File: config.mk
export PLATFORM = sky130hd
export DESIGN_NAME = seven_segment_scanner
export DESIGN_NICKNAME = d
export VERILOG_FILES = /design/src/rtl/seg_pkg.sv /design/src/rtl/hex_to_segments.sv /design/src/rtl/seven_segment_scanner.sv
export SDC_FILE = /design/constraint.sdc
export NUM_CORES = 1
export LEC_CHECK = 0
export ABC_AREA = 1
export BUFFER_PORTS_ARGS = -buffer_cell sky130_fd_sc_hd__buf_2
export CORE_MARGIN = 10
export CORE_UTILIZATION = 55
export DETAILED_ROUTE_END_ITERATION = 12
export PLACE_DENSITY = 0.76
export SYNTH_ARGS = -nofsm -noshare
export SYNTH_HDL_FRONTEND = slang
export SYNTH_SLANG_ARGS = --single-unit
File: constraint.sdc
create_clock -name i_display_clk -period 6.2 [get_ports i_display_clk]
set_input_delay 0.62 -clock i_display_clk [delete_from_list [all_inputs] [get_ports i_display_clk]]
set_output_delay 0.62 -clock i_display_clk [all_outputs]
set_load 0.01 [all_outputs]
File: src/rtl/seg_pkg.sv
// Shared constants for the seven-segment scanner: the blank pattern,
// the active-low hex glyph table and the PWM on-time step helper.
package seg_pkg;

    localparam logic [7:0] SEG_BLANK = 8'hFF;

    // Entry n is the glyph for nibble n; bit7 (dp) is 1 (off) in every entry.
    localparam logic [15:0][7:0] HEX_SEG_TABLE = {
        8'h8E, 8'h86, 8'hA1, 8'hC6, 8'h83, 8'h88, 8'h90, 8'h80,
        8'hF8, 8'h82, 8'h92, 8'h99, 8'hB0, 8'hA4, 8'hF9, 8'hC0
    };

    function automatic int unsigned on_step(input int unsigned refresh_div,
                                            input int unsigned bright_width);
        return refresh_div >> bright_width;
    endfunction

endpackage

File: src/rtl/hex_to_segments.sv
// Combinational hex nibble to active-low segment byte, with an
// active-high decimal point folded into bit7.
module hex_to_segments
    import seg_pkg::*;
(
    input  logic [3:0] i_nibble,
    input  logic       i_dp,
    output logic [7:0] o_segments
);

    assign o_segments = {~i_dp, HEX_SEG_TABLE[i_nibble][6:0]};

endmodule

File: src/rtl/seven_segment_scanner.sv
// N-digit multiplexed common-anode display driver with prescaled refresh,
// frame-coherent input snapshot, hex decode, leading-zero blanking and PWM.
module seven_segment_scanner
    import seg_pkg::*;
#(
    parameter int N_DIGITS     = 4,
    parameter int REFRESH_DIV  = 50000,
    parameter int DIV_WIDTH    = 16,
    parameter int BRIGHT_WIDTH = 3
) (
    input  logic                      i_display_clk,
    input  logic                      i_rst_n,
    input  logic [N_DIGITS*8-1:0]     i_digits_raw,
    input  logic [N_DIGITS*4-1:0]     i_digits_hex,
    input  logic [N_DIGITS-1:0]       i_dp,
    input  logic                      i_mode,
    input  logic                      i_blank_lz,
    input  logic [BRIGHT_WIDTH-1:0]   i_brightness,
    output logic [7:0]                o_segments,
    output logic [N_DIGITS-1:0]       o_enables,
    output logic                      o_frame_start
);

    localparam int IDX_W = (N_DIGITS > 1) ? $clog2(N_DIGITS) : 1;
    localparam int ON_W  = DIV_WIDTH + 1;
    localparam int unsigned ON_STEP = on_step(REFRESH_DIV, BRIGHT_WIDTH);
    localparam logic [DIV_WIDTH-1:0] CNT_LAST = DIV_WIDTH'(REFRESH_DIV - 1);
    localparam logic [IDX_W-1:0]     IDX_MSD  = IDX_W'(N_DIGITS - 1);

    logic [DIV_WIDTH-1:0]    r_cnt;
    logic [IDX_W-1:0]        r_idx;
    logic [N_DIGITS*8-1:0]   r_snap_raw;
    logic [N_DIGITS*4-1:0]   r_snap_hex;
    logic [N_DIGITS-1:0]     r_snap_dp;
    logic                    r_snap_mode;
    logic                    r_snap_blz;
    logic [BRIGHT_WIDTH-1:0] r_snap_bright;
    logic [7:0]              r_segments;
    logic [N_DIGITS-1:0]     r_enables;
    logic                    r_frame_start;

    logic                    w_frame_edge;
    logic [N_DIGITS*8-1:0]   w_raw;
    logic [N_DIGITS*4-1:0]   w_hex;
    logic [N_DIGITS-1:0]     w_dp;
    logic                    w_mode;
    logic                    w_blz;
    logic [BRIGHT_WIDTH-1:0] w_bright;
    logic [7:0]              w_raw_sel;
    logic [3:0]              w_nib_sel;
    logic                    w_dp_sel;
    logic                    w_lz_sel;
    logic [N_DIGITS-1:0]     w_lz;
    logic [7:0]              w_hex_seg;
    logic [7:0]              w_pattern;
    logic [ON_W-1:0]         w_on_cnt;
    logic                    w_lit;
    logic                    w_show;
    logic [N_DIGITS-1:0]     w_en_lit;

    assign w_frame_edge = (r_cnt == '0) && (r_idx == IDX_MSD);

    // Bypass on the frame edge so the first slot already shows the new snapshot.
    assign w_raw    = w_frame_edge ? i_digits_raw : r_snap_raw;
    assign w_hex    = w_frame_edge ? i_digits_hex : r_snap_hex;
    assign w_dp     = w_frame_edge ? i_dp         : r_snap_dp;
    assign w_mode   = w_frame_edge ? i_mode       : r_snap_mode;
    assign w_blz    = w_frame_edge ? i_blank_lz   : r_snap_blz;
    assign w_bright = w_frame_edge ? i_brightness : r_snap_bright;

    always_comb begin
        logic v_zero_above;
        v_zero_above = 1'b1;
        w_lz         = '0;
        for (int i = N_DIGITS - 1; i >= 0; i--) begin
            v_zero_above = v_zero_above && (w_hex[4*i +: 4] == 4'h0);
            w_lz[i]      = v_zero_above && (i != 0);
        end
    end

    always_comb begin
        w_raw_sel = SEG_BLANK;
        w_nib_sel = 4'h0;
        w_dp_sel  = 1'b0;
        w_lz_sel  = 1'b0;
        for (int i = 0; i < N_DIGITS; i++) begin
            if (r_idx == IDX_W'(i)) begin
                w_raw_sel = w_raw[8*i +: 8];
                w_nib_sel = w_hex[4*i +: 4];
                w_dp_sel  = w_dp[i];
                w_lz_sel  = w_lz[i];
            end
        end
    end

    hex_to_segments u_hex_to_segments (
        .i_nibble   (w_nib_sel),
        .i_dp       (w_dp_sel),
        .o_segments (w_hex_seg)
    );

    assign w_pattern = w_mode ? w_hex_seg : w_raw_sel;
    assign w_on_cnt  = ON_W'((int'(w_bright) + 1) * int'(ON_STEP));
    assign w_lit     = {1'b0, r_cnt} < w_on_cnt;
    assign w_show    = w_lit && !(w_mode && w_blz && w_lz_sel);
    assign w_en_lit  = ~(N_DIGITS'(1) << r_idx);

    always_ff @(posedge i_display_clk or negedge i_rst_n) begin
        if (!i_rst_n) begin
            r_cnt         <= '0;
            r_idx         <= IDX_MSD;
            r_snap_raw    <= '0;
            r_snap_hex    <= '0;
            r_snap_dp     <= '0;
            r_snap_mode   <= 1'b0;
            r_snap_blz    <= 1'b0;
            r_snap_bright <= '1;
        end else begin
            if (r_cnt == CNT_LAST) begin
                r_cnt <= '0;
                r_idx <= (r_idx == '0) ? IDX_MSD : r_idx - 1'b1;
            end else begin
                r_cnt <= r_cnt + 1'b1;
            end
            if (w_frame_edge) begin
                r_snap_raw    <= i_digits_raw;
                r_snap_hex    <= i_digits_hex;
                r_snap_dp     <= i_dp;
                r_snap_mode   <= i_mode;
                r_snap_blz    <= i_blank_lz;
                r_snap_bright <= i_brightness;
            end
        end
    end

    always_ff @(posedge i_display_clk or negedge i_rst_n) begin
        if (!i_rst_n) begin
            r_segments    <= SEG_BLANK;
            r_enables     <= '1;
            r_frame_start <= 1'b0;
        end else begin
            r_segments    <= w_show ? w_pattern : SEG_BLANK;
            r_enables     <= w_show ? w_en_lit : '1;
            r_frame_start <= w_frame_edge;
        end
    end

    assign o_segments    = r_segments;
    assign o_enables     = r_enables;
    assign o_frame_start = r_frame_start;

endmodule

Yosys cells after proc, flatten, opt, wreduce, memory -nomap -nowiden
Memory sizes are Yosys's and may differ from the RTL's.
Cells that the tools add are included.

word-level totals
  register bits = 88
  memory bits (read-only) = 128
  input port bits = 59
  output and inout bits = 13
  word-level logic and storage cells = 64
  memories kept = 1

cells by class
  add/sub/neg operators = 3
  multiply operators = 1
  order comparisons = 2
  eq/ne operators = 4
  shift operators = 1
  multiplexer cells = 27
  bitwise gates (word level) = 2
  reductions and logical operators = 12

memories
  name              depth  width  read ports  clocked after Yosys merged registers in  wr ports  line                   source
  (name not given)  16     8      1           0                                        0         hex_to_segments.sv:11  assign o_segments = {~i_dp, HEX_SEG_TABLE[i_nibble][6:0]};

operators by type and width
  kind                     number
  $mux W8                  6
  $mux W16                 2
  $mux W32                 1
  $mux W4                  6
  $lt A16 B17 Y1           1
  $add A16 B1 Y16 const B  1
  $eq A16 B16 Y1 const B   1
  $logic_not A16 Y1        1
  $mul A4 B12 Y16 const B  1
  $logic_not A4 Y1         3
  $mux W1                  9
  $mux W7                  1
  $logic_and A1 B1 Y1      6
  $lt A4 B5 Y1 const B     1
  $add A3 B1 Y4 const B    1
  $eq A2 B2 Y1 const B     2
  $not A4 Y4               1
  $shl A1 B2 Y4 const A    1
  $mux W3                  1
  $eq A2 B1 Y1 const B     1
  $logic_not A2 Y1         1
  $mux W2                  1
  $sub A2 B1 Y2 const B    1
  $logic_not A1 Y1         1
  $not A1 Y1               1

Depth between registers and ports, before layout
  depth after elaboration = 13
  depth in mapped cells = 35
  mapped depth without buffers = 32

Modules after synthesis
From an unflattened synthesis, not the netlist that was laid out.

second synthesis, totals
  cells, all modules = 720
  area total of the unflattened synthesis = 5562.8 um^2

modules (own cells, without submodules)
  module                 times used  cells each  area each (um^2)  sequential area each (um^2)
  seven_segment_scanner  1           670         5285.1            2223.4
  hex_to_segments        1           50          277.8             0.0

Worst setup path after synthesis
No wires, ideal clock.

  kind = flip-flop to flip-flop
  start point = reg r_idx[1]
  end point = reg r_enables[2] (netlist: o_enables[2])
  setup time = 0.087 ns
  arrival = 4.696 ns
  slack = 1.417 ns
  cell stages (with the launch flop) = 35
  path buffers = 5
  period minus slack after synthesis = 4.783 ns
  cells stage by stage = dfstp_2 > ha_1 > buf_4 > inv_4 > nor2_4 > nand2_2 > nor2_4 > nand2_2 > buf_6 > buf_6 > buf_6 > o21ai_1 > inv_1 > nor3_1 > ha_1 > inv_1 > fa_1 > inv_1 > ha_1 > nand3_1 > nand2_1 > nand3_1 > nand2_1 > nand2_1 > nor2_1 > a21oi_1 > xor2_1 > ha_1 > a21oi_1 > o21bai_1 > nand3_1 > nand2_1 > a21oi_2 > buf_6 > nand2_1

on the way
  elaborated cells between the ends (all ways) = 26

RTL lines
  element                 line                          source
  start, declared         seven_segment_scanner.sv:31   logic [IDX_W-1:0] r_idx;
  start signal, assigned  seven_segment_scanner.sv:121  r_idx <= (r_idx == '0) ? IDX_MSD : r_idx - 1'b1;
  $eq A2 B2 Y1            seven_segment_scanner.sv:61   assign w_frame_edge = (r_cnt == '0) && (r_idx == IDX_MSD);
  $logic_and A1 B1 Y1     seven_segment_scanner.sv:61
  $mux W3                 --
  via w_bright[2]         seven_segment_scanner.sv:48   logic [BRIGHT_WIDTH-1:0] w_bright;
  $add A3 B1 Y4           seven_segment_scanner.sv:103  assign w_on_cnt = ON_W'((int'(w_bright) + 1) * int'(ON_STEP));
  $mul A4 B12 Y16         seven_segment_scanner.sv:103
  $lt A16 B17 Y1          seven_segment_scanner.sv:104  assign w_lit = {1'b0, r_cnt} < w_on_cnt;
  $logic_and A1 B1 Y1     seven_segment_scanner.sv:105  assign w_show = w_lit && !(w_mode && w_blz && w_lz_sel);
  $mux W4                 seven_segment_scanner.sv:143  r_enables <= w_show ? w_en_lit : '1;
  end signal, assigned    seven_segment_scanner.sv:143
  end, declared           seven_segment_scanner.sv:39   logic [N_DIGITS-1:0] r_enables;

The timed path passes the listed nets, and every way through them passes these cells.
A chain may end at the register's enable or synchronous reset.

Worst setup path after layout
  start point = reg r_idx[1]
  end point = reg r_segments[0] (netlist: o_segments[0])

on the way
  elaborated cells between the ends (all ways) = 37

RTL lines
  element               line                          source
  $eq A2 B2 Y1          seven_segment_scanner.sv:61
  $logic_and A1 B1 Y1   seven_segment_scanner.sv:61
  $mux W3               --
  via w_bright[1]       seven_segment_scanner.sv:48
  $add A3 B1 Y4         seven_segment_scanner.sv:103
  $mul A4 B12 Y16       seven_segment_scanner.sv:103
  $lt A16 B17 Y1        seven_segment_scanner.sv:104
  $logic_and A1 B1 Y1   seven_segment_scanner.sv:105
  $mux W8               seven_segment_scanner.sv:142  r_segments <= w_show ? w_pattern : SEG_BLANK;
  end signal, assigned  seven_segment_scanner.sv:142
  end, declared         seven_segment_scanner.sv:38   logic [7:0] r_segments;

The timed path passes the listed nets, and every way through them passes these cells. The select of a mux whose other input is x is not followed.

==> metrics.csv <==
stage,metric,value,unit
global_route,GRT Resource Usage Total,18.1,%
setup_path,Critical Path Start Type,register,
detailed_routing,vias per inst,5.04,
cts,clock tree buffer depth,2,
setup_path,CP max-delay cell,dfstp_2,
synthesis,Post-Syn Instances,720,
global_route,initial antenna violation count,0,
floorplanning,CORE AREA,0.00968,mm^2
synthesis,Synth top area share,32.7,%
floorplanning,die area,0.0142,mm^2
setup_path,Critical Path Most Common Cell,ha_1,
synthesis,Synth Warn #,0,
synthesis,top cell type by total area after synthesis,dfrtp_1,
flow_run,maxcap violations,0,
synthesis,mapped cell area,0.00543,mm^2
synthesis,Post-Syn Nets,824,
synthesis,Post-synth EDFFs,0,
synthesis,Post-synth top flop,dfrtp_1,
sta,Clock Skew,0.00942,ns
detailed_routing,via count,4645,
power,Peak VDD IR,0.0000957,V
layout,final instance area,0.00605,mm^2
sta,RSZ-0062 raised after global routing,no,
layout,layout cells sized above 1,16.1,%
global_route,largest net degree at the start of global routing,89,
placed_design,DP Area,0.00585,mm^2
cts,CTS buffer count,9,
sta,Slew Limit Headroom,28.7,%
synthesis,syn avg cell area,7.54,um^2
synthesis,Yosys reg bits,88,
cts,CTS tree,built,
setup_path,Critical Path AT,5.82,ns
synthesis,asr flop ratio synth,100,%
setup_path,CP endpoint kind,register,
placed_design,IO buf count,71,
cts,Setup Buffers After CTS,0,
cts,CTS Sinks,88,
setup_path,"Largest stage delay, worst path",0.57,ns
sta,max-slew violation count,0,
sta,Hold Slack,0.436,ns
sta,slew at the pin closest to its max-slew limit,1.07,ns
sta,"Hold Vio Cnt, Final",0,
cts,"Clk Latency, worst-skew pair",0.38,ns
cts,"Reg clk slew, reported paths",0.09,ns
synthesis,"Seq/Total Area, Yosys",41.0,%
floorplanning,die width,119,um
sta,Fmax,181,MHz
cts,H-tree depth,3,
layout,synth-to-layout area growth,11.5,%
worst_hold_path,Hold Path Class,in -> async,
floorplanning,num rows,36,
detailed_routing,Initial DRC Count,211,
outcome,status,finished clean,
synthesis,synth unique cells,40,
sta,fraction of the cycle the final worst path needs,89.1,%
floorplanning,Die H,119,um
synthesis,most frequent cell after synthesis,nand2_1,
detailed_routing,Avg WL per Cell,13.8,um
setup_path,CP Data Required Time,6.50,ns
placed_design,gpl congestion,0.954,
layout,Layout fillers,898,
global_route,first-pass GRT wire length,21.4,mm
detailed_routing,Routed Antenna Nets,0,
sta,Setup Total Neg Slack,0,ns
power,Pwr Density,167,mW/mm^2
detailed_routing,detailed-route wire length,12.8,mm
detailed_routing,DRC,0,
synthesis,synth top area cells,"dfrtp_1, nand2_1, ha_1",
sta,Setup-failing EPs final,0,
layout,nets@finish,888,
setup_path,slack of the worst reg-to-reg path,0.68,ns
global_route,Congestion Overflow GR,0,
synthesis,Post-synth top cells,"nand2_1, inv_1, dfrtp_1",
detailed_routing,Pre-antenna DRT Iters,4,
global_route,number of global-route vias before repair,4679,
sta,minimum clock period,5.52,ns
layout,Ant. Diodes,0,
cts,Root Driver,clkbuf_8,
power,LEAKAGE,3.43,nW
floorplanning,Starting Density,56.0,%
setup_path,crit-path max FO,22,
setup_path,Setup Crit Path Kind,reg -> reg,
placed_design,detailed-placement wirelength estimate,9.91,mm
floorplanning,I/O pins,72,
## layout make-up
cell class,instances,area [um^2],share of cell area [%]
multi-input combinational,501,2670,44.2
sequential,88,2220,36.8
inverter,111,419,6.93
timing repair buffer,73,373,6.16
tap,133,166,2.75
clock buffer,9,124,2.05
clock inverter,7,70.1,1.16
## repair_timing
item | CTS | global route
gates resized for setup | 0 | 1
setup endpoints to repair | 0 | 1
hold buffers | 0 | 0
hold endpoints to repair | 0 | 0
## sequential cells by signal (all words and copies together) (netlist names)
signal         count
r_snap_blz         1
r_snap_bright      3
r_snap_hex        16
r_snap_raw        32
r_snap_dp          4
o_segments         8
o_enables          4
r_snap_mode        1
r_cnt             16
o_frame_start      1
r_idx              2
## placed cells by master (no fill, tap or decap), drive strengths merged
cell        n
a31oi       1
a21boi      1
xnor2       4
inv       110
nor2       42
clkinvlp    1
dfrtp      71
clkbuf      9
fa          1
a21oi      27
o211ai      3
o22ai       1
o21ai      29
and2        7
nand2     253
o221ai      5
buf        73
ha         44
o21bai      3
nor3b       1
o21a        2
nand4       2
xor2        5
nand3b     11
dfstp      17
clkinv      6
a211oi      2
nand3      50
bufinv      1
nor3        7
## path summary, 6_finish.rpt
kind	endpoint	cells after the start	startpoint
setup / recovery	o_segments[0]$_DFF_PN1_	28	r_idx[1]$_DFFE_PN1N_
hold / removal	r_snap_raw[15]$_DFF_PN0_	1	i_rst_n
setup reg to reg	o_segments[0]$_DFF_PN1_	28	r_idx[1]$_DFFE_PN1N_
hold reg to reg	r_snap_raw[25]$_DFF_PN0_	2	r_snap_raw[25]$_DFF_PN0_
max in group asynchronous	r_cnt[6]$_DFF_PN0_	1	i_rst_n
min in group i_display_clk	r_snap_raw[31]$_DFF_PN0_	3	i_digits_raw[31]
## worst max-delay path, delay by kind of cell, from the launching register on
kind	cells	cell delay, ns
and+or+nand+nor	12	1.24
xor gates and xnor gates	2	0.50
AOI/OAI and AO/OA	6	1.03
buffers and inverters	2	0.29
DFF	1	0.57
adders and majority gates	6	1.78
## report_power, final
part	switching, mW	internal [mW]
Sequential	0	0.574
Clock	0.217	0.186
Combinational	0.0168	0.0139
Total	0.233	0.774
## metal layers
layer	part of all wire (%)	global-route usage, %	routed length (um)	up-vias
li1	-	-	-	2378
met1	44	20.9	5600	2168
met2	50	32.1	6390	73
met3	3.5	3.59	450	26
met4	2.5	7.39	321	0
met5	0	0	0	-
## cells by family after synthesis
logic type / synth area share [%]
AOI/OAI and AO/OA: 8.09
xor gates and xnor gates: 1.45
adders and majority gates: 10.5
buffers and inverters: 9.89
DFF: 41.0
and+or+nand+nor: 29.1
## through the flow
| step | util, % | power (mW) | setup WS [ns] | cells |
|---|---|---|---|---|
| final | 62.5 | 1.01 | 0.679 | 922 |
| after global routing | 62.5 | 1.04 | 0.133 | 922 |
| after CTS | 62.4 | 1.01 | 0.602 | 922 |
| after detailed placement | 60.4 | 0.616 | 0.647 | 906 |
| after global placement | 60.4 | 0.616 | 0.860 | 906 |
| after floorplan | - | 0.587 | 1.42 | 720 |
No activity file was read; power rests on OpenSTA's default activity.
